`config.mk`:
```
export PLATFORM = sky130hd
export DESIGN_NAME = debounced_edge_pulser
export DESIGN_NICKNAME = d
export VERILOG_FILES = /design/src/rtl/debounced_edge_pulser.sv
export SDC_FILE = /design/constraint.sdc
export NUM_CORES = 1
export LEC_CHECK = 0
export ABC_AREA = 1
export CORE_UTILIZATION = 30
export CTS_CLUSTER_SIZE = 40
export DETAILED_ROUTE_END_ITERATION = 7
export GPL_TIMING_DRIVEN = 0
export SYNTH_ARGS = -nofsm -noshare
export SYNTH_HDL_FRONTEND = slang
export SYNTH_SLANG_ARGS = --single-unit
```
`constraint.sdc`:
```
create_clock -name clk_i -period 2.2 [get_ports clk_i]
set_clock_uncertainty 0.2 [all_clocks]
set_input_delay 0.44 -clock clk_i [delete_from_list [all_inputs] [get_ports clk_i]]
set_output_delay 0.44 -clock clk_i [all_outputs]
set_load 0.02 [all_outputs]
```
`src/rtl/debounced_edge_pulser.sv`:
```
// Per-channel push-button conditioner: 2-flop synchroniser, 4-state debounce FSM,
// edge pulse generation and optional auto-repeat while a channel is held high.
module debounced_edge_pulser #(
  parameter int unsigned WIDTH           = 4,
  parameter int unsigned DEBOUNCE_CYCLES = 4,
  parameter int unsigned EDGE_MODE       = 0,
  parameter int unsigned REPEAT_EN       = 0,
  parameter int unsigned HOLD_CYCLES     = 1000,
  parameter int unsigned REPEAT_CYCLES   = 250,
  parameter int unsigned CNT_WIDTH       = 16
) (
  input  logic             clk_i,
  input  logic             rst_ni,
  input  logic [WIDTH-1:0] level_i,
  output logic [WIDTH-1:0] pulse_o,
  output logic [WIDTH-1:0] held_o
);

  localparam longint unsigned CntMax = (64'd1 << CNT_WIDTH) - 64'd1;

  if (WIDTH < 1 || WIDTH > 32 || EDGE_MODE > 2 ||
      DEBOUNCE_CYCLES < 1 || DEBOUNCE_CYCLES > CntMax ||
      HOLD_CYCLES < 1 || HOLD_CYCLES > CntMax ||
      REPEAT_CYCLES < 1 || REPEAT_CYCLES > CntMax) begin : g_cfg_err
    $error("debounced_edge_pulser: parameter out of range");
  end

  localparam logic [CNT_WIDTH-1:0] DebCnt  = CNT_WIDTH'(DEBOUNCE_CYCLES);
  localparam logic [CNT_WIDTH-1:0] HoldCnt = CNT_WIDTH'(HOLD_CYCLES);
  localparam logic [CNT_WIDTH-1:0] RepCnt  = CNT_WIDTH'(REPEAT_CYCLES);
  localparam logic [CNT_WIDTH-1:0] CntOne  = CNT_WIDTH'(1);
  localparam bit RiseEn   = (EDGE_MODE != 1);
  localparam bit FallEn   = (EDGE_MODE != 0);
  localparam bit RepeatOn = (REPEAT_EN != 0) && (EDGE_MODE != 1);

  typedef enum logic [1:0] {StLow, StLowPend, StHigh, StHighPend} state_e;

  state_e               state_q [WIDTH];
  logic [CNT_WIDTH-1:0] cnt_q   [WIDTH];
  logic [CNT_WIDTH-1:0] rep_q   [WIDTH];
  logic [CNT_WIDTH-1:0] cnt_inc [WIDTH];
  logic [CNT_WIDTH-1:0] rep_inc [WIDTH];
  logic [WIDTH-1:0]     rep_phase_q;  // 0: waiting for first repeat, 1: periodic repeats
  logic [WIDTH-1:0]     s1_q, s2_q, pulse_q, held_q;

  // Saturating increments so counters can never wrap.
  always_comb begin
    for (int i = 0; i < WIDTH; i++) begin
      cnt_inc[i] = (&cnt_q[i]) ? cnt_q[i] : cnt_q[i] + CntOne;
      rep_inc[i] = (&rep_q[i]) ? rep_q[i] : rep_q[i] + CntOne;
    end
  end

  always_ff @(posedge clk_i) begin
    if (!rst_ni) begin
      s1_q        <= '0;
      s2_q        <= '0;
      pulse_q     <= '0;
      held_q      <= '0;
      rep_phase_q <= '0;
      for (int i = 0; i < WIDTH; i++) begin
        state_q[i] <= StLow;
        cnt_q[i]   <= '0;
        rep_q[i]   <= '0;
      end
    end else begin
      s1_q <= level_i;
      s2_q <= s1_q;
      for (int i = 0; i < WIDTH; i++) begin
        pulse_q[i] <= 1'b0;
        unique case (state_q[i])
          StLow: begin
            if (s2_q[i]) begin
              state_q[i] <= StLowPend;
              cnt_q[i]   <= CntOne;
            end
          end
          StLowPend: begin
            if (!s2_q[i]) begin
              state_q[i] <= StLow;
              cnt_q[i]   <= '0;
            end else if (cnt_q[i] == DebCnt) begin
              state_q[i]     <= StHigh;
              held_q[i]      <= 1'b1;
              pulse_q[i]     <= RiseEn;
              cnt_q[i]       <= '0;
              rep_q[i]       <= '0;
              rep_phase_q[i] <= 1'b0;
            end else begin
              cnt_q[i] <= cnt_inc[i];
            end
          end
          StHigh: begin
            if (!s2_q[i]) begin
              state_q[i] <= StHighPend;
              cnt_q[i]   <= CntOne;
            end else if (RepeatOn) begin
              if ((!rep_phase_q[i] && rep_inc[i] == HoldCnt) ||
                  (rep_phase_q[i] && rep_inc[i] == RepCnt)) begin
                // Suppressed if the previous cycle already pulsed.
                pulse_q[i]     <= ~pulse_q[i];
                rep_q[i]       <= '0;
                rep_phase_q[i] <= 1'b1;
              end else begin
                rep_q[i] <= rep_inc[i];
              end
            end
          end
          StHighPend: begin
            if (s2_q[i]) begin
              state_q[i] <= StHigh;
              cnt_q[i]   <= '0;
            end else if (cnt_q[i] == DebCnt) begin
              state_q[i]     <= StLow;
              held_q[i]      <= 1'b0;
              pulse_q[i]     <= FallEn;
              cnt_q[i]       <= '0;
              rep_q[i]       <= '0;
              rep_phase_q[i] <= 1'b0;
            end else begin
              cnt_q[i] <= cnt_inc[i];
            end
          end
          default: state_q[i] <= StLow;
        endcase
      end
    end
  end

  assign pulse_o = pulse_q;
  assign held_o  = held_q;

endmodule

```
==> impl_metrics.toml, run 1 <==
[pwr]
peakVddDrop_mv = 0.364
total_leakage_power_nw = 2.52
powerDensity_nw_per_um2 = 673

[synth]
yosysWarnings = 0
netlist_instances = 708
synth_ff_type = "edfxtp_1"
yosysTopAreaCell = "edfxtp_1"
synthDistinctLibCells = 38
syn_avg_cell_area_sq_um = 7.83
syn-num-nets = 722
ys_top_cells_by_area = "edfxtp_1 39%, nand2_1 10%, nor2_1 7.8%"
ys_async_sr_fraction_pct = 0
synth_seq_area_share_pct = 44.8
syn_area_sq_um = 5550
synth_top_area_share_pct = 39.0
ys_ff_latch = 88
synth_edf_count = 72

[floorplan]
die-width_microns = 138
ios = 14
placementRows = 49
core_sq_um = 18000
initial_utilization_pct = 30.8
dieArea_sq_um = 19000
die_y_microns = 138

[timing]
holdWs_ns = 0.210
drv_slew = 0
hold_viol_final = 0
timing.slew.headroom_pct = 71.4
fin_crit_ns = 2.09
fmax_ghz = 0.478
fin_ws_ns = 0.110
setup_viol = 0
period_share_pct = 95.0
worst_pin_slew_ns = 0.425

[status]
status = "completed"

[min_path]
min_path_cells = 2
min_to = "s2_q[2]"
hp-class = "reg -> reg"
hold_start = "s1_q[2]"

[cts]
htreeDepth = 3
cts.sinks = 88
cts_buffers = 9
clk_latency_ns = 0.35
cts_buffer_depth = 2
cts_tree = "built"
cts_root_buffer = "clkbuf_16"
path_clk_slew_ns = 0.06

[placed_design]
detailedPlacementHpwl_microns = 8450
gp_congestion = 0.853
post-place-ws_ns = -0.746
portBuffers = 13

[global_routing]
grt.total_usage_pct = 13.6
grt_max_degree = 17
grt_pass1_wl_microns = 20200
grt_pass1_vias = 4346
grt_overflow = 0
antenna_found_initial = 0

[run]
maxCapViolCount = 0

[drt]
drc = 0
first_pass_iters = 5
met1_length_microns = 5960
via_count = 4572
dr_wl_met3_microns = 399
wl_per_cell_microns = 12.3
first_iter_violations = 317
avgViaCountPerCell = 4.68
ant_nets = 0
wirelength_microns = 12100
routed-wl-met2_microns = 5390
top_layer_used = "met4"

[critical_path]
cp.arrival_ns = 1.98
critical_path_class = "reg -> reg"
worst-r2r-setup-slack_ns = 0.11
path_max_fanout = 8
start_kind = "flip-flop"
reg2reg_from = "cnt_q[3][0]"
worstPathRequired_ns = 2.09
r2r_cells = 8
crit_path_end_kind = "flip-flop"
r2r-end = "cnt_q[3][0]"

[cells_and_area]
final_nets = 756
drive_above_1_share_pct = 14.1
fill_cells = 1850
syn_to_final_growth_pct = 16.2
num_antenna_cells = 0
==> placed cells by master (no fill, tap or decap), types with 3 or more instances in the layout <==
cell and count:
a21oi_1 39, xnor2_1 8, clkdlybuf4s50_1 12, o21ai_1 7
ha_1 7, nor2_1 112, edfxtp_1 72, nand2_1 143
nand4_1 14, inv_2 11, clkbuf_16 9, nand2_4 7
nor3_1 19, nand3_2 4, nand2_2 14, o21ai_0 16
buf_4 7, a21oi_2 9, nor2_4 6, nor3_4 4
dfxtp_1 16, buf_6 3, xor2_1 24, nand3_1 58
clkinv_2 3, nor2_2 12, nand3b_1 4, inv_1 78
clkbuf_1 3
==> kinds of logic (layout without fill, tap and decap cells) <==
family,count (synthesis),after routing,share of synthesized area (%)
simple gates,402,405,32.7
flops,88,88,44.8
compound gates,79,79,8.28
fa+ha+maj,8,8,1.81
buf+inv,99,135,7.40
xor+xnor,32,32,5.05
==> synthesized netlist by cell type, drive strengths merged, types with 2 or more instances <==
master and count:
a21oi 49, buf 8, dfxtp 16, edfxtp 72
ha 8, inv 90, nand2 163, nand3 63
nand3b 4, nand4 14, nor2 130, nor3 25
o21ai 23, o22ai 2, xnor2 8, xor2 24
==> layer usage <==
| metal | up-vias | GRT usage, % |
|---|---|---|
| met5 | - | 0 |
| met4 | 0 | 7.07 |
| met3 | 18 | 2.16 |
| met2 | 86 | 21.1 |
| met1 | 2056 | 18.2 |
| li1 | 2412 | - |
==> critical path: stages (launching register included) <==
cell and delay [ns]:
edfxtp_1 0.41, ha_1 0.28, nand3_2 0.16, nor3_2 0.23, nand3_2 0.22, nand2_1 0.11, nand2_1 0.07, nand2_1 0.06
nand3b_1 0.10
==> final cells by class <==
| class | count | area (sq um) | area share (%) |
|---|---|---|---|
| Clock buffer | 12 | 236 | 3.67 |
| Multi-Input combinational cell | 524 | 2810 | 43.6 |
| Inverter | 91 | 349 | 5.42 |
| Clock inverter | 4 | 21.3 | 0.330 |
| Timing Repair Buffer | 19 | 178 | 2.76 |
| Timing Repair inverter | 1 | 5.00 | 0.0777 |
| Tap cell | 229 | 287 | 4.45 |
| Buffer | 8 | 73.8 | 1.15 |
| Sequential cell | 88 | 2480 | 38.5 |
==> sequential cells by signal, summed over array words and instances, names as in the netlist <==
register,flops
pulse_o,4
s1_q,4
s2_q,4
state_q,8
cnt_q,64
held_o,4
==> worst max-delay path by stage <==
stage | from | end | slack, ns | cells after the start
after global placement | rst_ni | cnt_q[0][6] | -0.77 | 7
after detailed placement | rst_ni | cnt_q[0][8] | -0.75 | 7
after global routing | cnt_q[3][0] | cnt_q[3][0] | -0.02 | 8
after floorplan | cnt_q[2][0] | cnt_q[2][0] | 0.02 | 9
after CTS | cnt_q[2][0] | cnt_q[2][3] | 0.006 | 9
final | cnt_q[3][0] | cnt_q[3][0] | 0.11 | 8
==> timing repair <==
| action | CTS | global route |
|---|---|---|
| pin swaps | 0 | 4 |
| endpoints found under the setup margin | 64 | 66 |
| gates cloned | 1 | 3 |
| gates resized for setup | 17 | 27 |
| buffers inserted | 0 | 6 |
| hold buffers | 0 | 0 |
==> report_power, final <==
part | total (mW) | switching [mW] | internal [mW] | leakage (nW)
Clock | 1.40 | 0.645 | 0.760 | 0.124
Sequential | 2.23 | 0.205 | 2.02 | 0.902
Combinational | 0.707 | 0.458 | 0.250 | 1.49
Total | 4.34 | 1.31 | 3.03 | 2.52
==> stage by stage <==
stage	cells	power [mW]	util [%]	TNS, ns	area (sq um)
floorplan	708	2.70	-	0	5550
global placement	950	2.87	33.1	-45.08	5970
detailed placement	950	2.88	33.1	-43.49	5970
CTS	967	4.32	35.0	0	6300
global route	976	4.57	35.8	-0.0156	6440
finish	976	4.34	35.8	0	6440
No activity file was read; power rests on OpenSTA's default activity.
==> run 2, diff against run 1 <==
--- a/config.mk
+++ b/config.mk
@@ -10,6 +10,7 @@
 export CTS_CLUSTER_SIZE = 40
 export DETAILED_ROUTE_END_ITERATION = 7
 export GPL_TIMING_DRIVEN = 0
+export HOLD_SLACK_MARGIN = 0.1
 export SYNTH_ARGS = -nofsm -noshare
 export SYNTH_HDL_FRONTEND = slang
 export SYNTH_SLANG_ARGS = --single-unit
==> results of run 2 <==
The final DEF is identical to that of run 1; final timing and power are the same.
==> run 3, diff against run 2 <==
--- a/config.mk
+++ b/config.mk
@@ -9,8 +9,10 @@
 export CORE_UTILIZATION = 30
 export CTS_CLUSTER_SIZE = 40
 export DETAILED_ROUTE_END_ITERATION = 7
+export DONT_BUFFER_PORTS = 1
 export GPL_TIMING_DRIVEN = 0
 export HOLD_SLACK_MARGIN = 0.1
+export PLACE_DENSITY = 0.46
 export SYNTH_ARGS = -nofsm -noshare
 export SYNTH_HDL_FRONTEND = slang
 export SYNTH_SLANG_ARGS = --single-unit
==> run 3 against run 2 <==
Cell count fell by 0.10%. Die area unchanged. Critical path type unchanged. Via count rose by 2.7%. Combinational power is 3.8% higher. Highest routed layer unchanged. Cell area grew 0.39%. Wire length up 5.9%. Non-clock buffer count fell by 1. Sequential cell count unchanged. Core utilization rose by 0.14 points. Sequential power about the same. Count of clock-buffer cells in the layout stayed put. Worst hold slack worse by 0.051 ns.
==> impl_metrics.toml, run 3 (synthesis gave the netlist of run 1 again) <==
[cells_and_area]
syn_to_final_growth_pct = 16.7
final_common_cell = "nand2_1"
reg_top3 = "cnt_q: 64 flops, state_q: 8 flops"
regArea_sq_um = 2480
max_flop_register = "cnt_q"
num_antenna_cells = 0
final_area_sq_um = 6470
largest_reg_flops = 64
final_nets = 755
multi_input_area_sq_um = 2820
drive_above_1_share_pct = 14.7
fill_cells = 1885
final_cell_mix = "144 x nand2_1, 112 x nor2_1, 80 x inv_1, 72 x edfxtp_1, 58 x nand3_1"

[pwr]
seqPwrFrac_pct = 48.1
clkPwrFrac_pct = 36.0
powerDensity_nw_per_um2 = 715
p_int_mw = 3.31
finalPower_mw = 4.62
total_leakage_power_nw = 2.56
swShare_pct = 28.4
pwr-share-comb_pct = 15.9
p_sw_mw = 1.31
peakVddDrop_mv = 0.411

[min_path]
hp-class = "in -> reg"

[timing]
setup_viol = 0
fin_crit_ns = 2.08
fin_ws_ns = 0.116
worst_pin_slew_ns = 0.521
fin_tns_setup_ns = 0
hold_viol_final = 0
fmax_ghz = 0.480
period_share_pct = 94.7
rsz0062_at_grt = "no"
drv_slew = 0
holdWs_ns = 0.159
timing.slew.headroom_pct = 65.3

[drt]
wl_per_cell_microns = 13.1
wirelength_microns = 12800
via_count = 4695
ant_nets = 0
first_pass_iters = 4
drc = 0
avgViaCountPerCell = 4.82
first_iter_violations = 312

[critical_path]
path_max_fanout = 10
critical_path_class = "reg -> reg"
worstPathRequired_ns = 2.09
cp.arrival_ns = 1.97
start_kind = "flip-flop"
crit_path_end_kind = "flip-flop"

[floorplan]
dieArea_sq_um = 19000
placementRows = 49
initial_utilization_pct = 30.8
die-width_microns = 138
die_y_microns = 138
ios = 14
core_sq_um = 18000

[placed_design]
post-place-ws_ns = -0.534
placed_area_sq_um = 5840
portBuffers = 0
gp_congestion = 0.853
detailedPlacementHpwl_microns = 9060

[cts]
cts_buffers = 9
cts_root_buffer = "clkbuf_16"
cts_buffer_depth = 2
cts_tree = "built"
htreeDepth = 3
cts.sinks = 88
clk_latency_ns = 0.35
path_clk_slew_ns = 0.06

[run]
maxCapViolCount = 0

[global_routing]
grt_pass1_vias = 4343
grt_overflow = 0
grt_pass1_wl_microns = 20500
grt.total_usage_pct = 13.8
antenna_found_initial = 0
grt_max_degree = 17

[status]
status = "completed"
-- run 3: cell type report --
class	count	area share, %
inverters	91	5.43
well taps	229	4.43
repair buffers	18	2.24
multi-input cells	524	43.6
flip-flops and latches	88	38.4
plain buffers	8	1.04
clock inverters	4	1.04
clock buffers	12	3.81
repair inverters	1	0.0774
-- run 3: path summary, 6_finish.rpt --
path / cells past startpoint / startpoint / endpoint / slack [ns]
worst min register to register: 2 / s1_q[0] / s2_q[0] / 0.21
worst min-delay path: 2 / rst_ni / pulse_o[3] / 0.16
worst max-delay path: 11 / cnt_q[2][0] / cnt_q[2][0] / 0.12
worst max register to register: 11 / cnt_q[2][0] / cnt_q[2][0] / 0.12
-- run 3: timing repair --
item                       CTS  global route
hold buffers                 4             0
hold endpoints to repair     4             0
gates cloned                 0             4
setup endpoints to repair   64            76
pin swaps                    0             4
resized for setup           16            22
buffers inserted             0            14
-- run 3: metrics by stage --
stage	util [%]	std cells
final	35.9	975
after global routing	35.9	975
after CTS	34.7	957
after detailed placement	32.4	937
after global placement	32.4	937
after floorplan	-	708
-- run 3: power groups by stage --
| stage | logic (mW) | clock network, mW | registers, mW |
|---|---|---|---|
| 3_5_place_dp | 0.612 | 0 | 2.26 |
| 3_3_place_gp | 0.606 | 0 | 2.26 |
| 4_1_cts | 0.647 | 1.72 | 2.23 |
| 6_report | 0.734 | 1.66 | 2.23 |
| 5_1_grt | 0.839 | 1.78 | 2.25 |
| 2_1_floorplan | 0.492 | 0 | 2.21 |
-- run 3: layer usage --
layer | vias to the layer above | track usage [%] | part of all wire, %
li1 | 2405 | - | -
met1 | 2197 | 18.1 | 48
met2 | 78 | 21.4 | 46
met3 | 15 | 3.58 | 4.3
met4 | 0 | 5.31 | 1.6
met5 | - | 0 | 0
-- run 3: critical path, stage by stage, from the launching register on --
cell      delay, ns
edfxtp_1       0.43
buf_4          0.16
ha_1           0.20
nand2_1        0.15
nor2_2         0.08
and2_4         0.17
nand2_4        0.14
inv_4          0.08
nand2_1        0.06
nand3_1        0.06
nand2_1        0.06
nor2_1         0.04
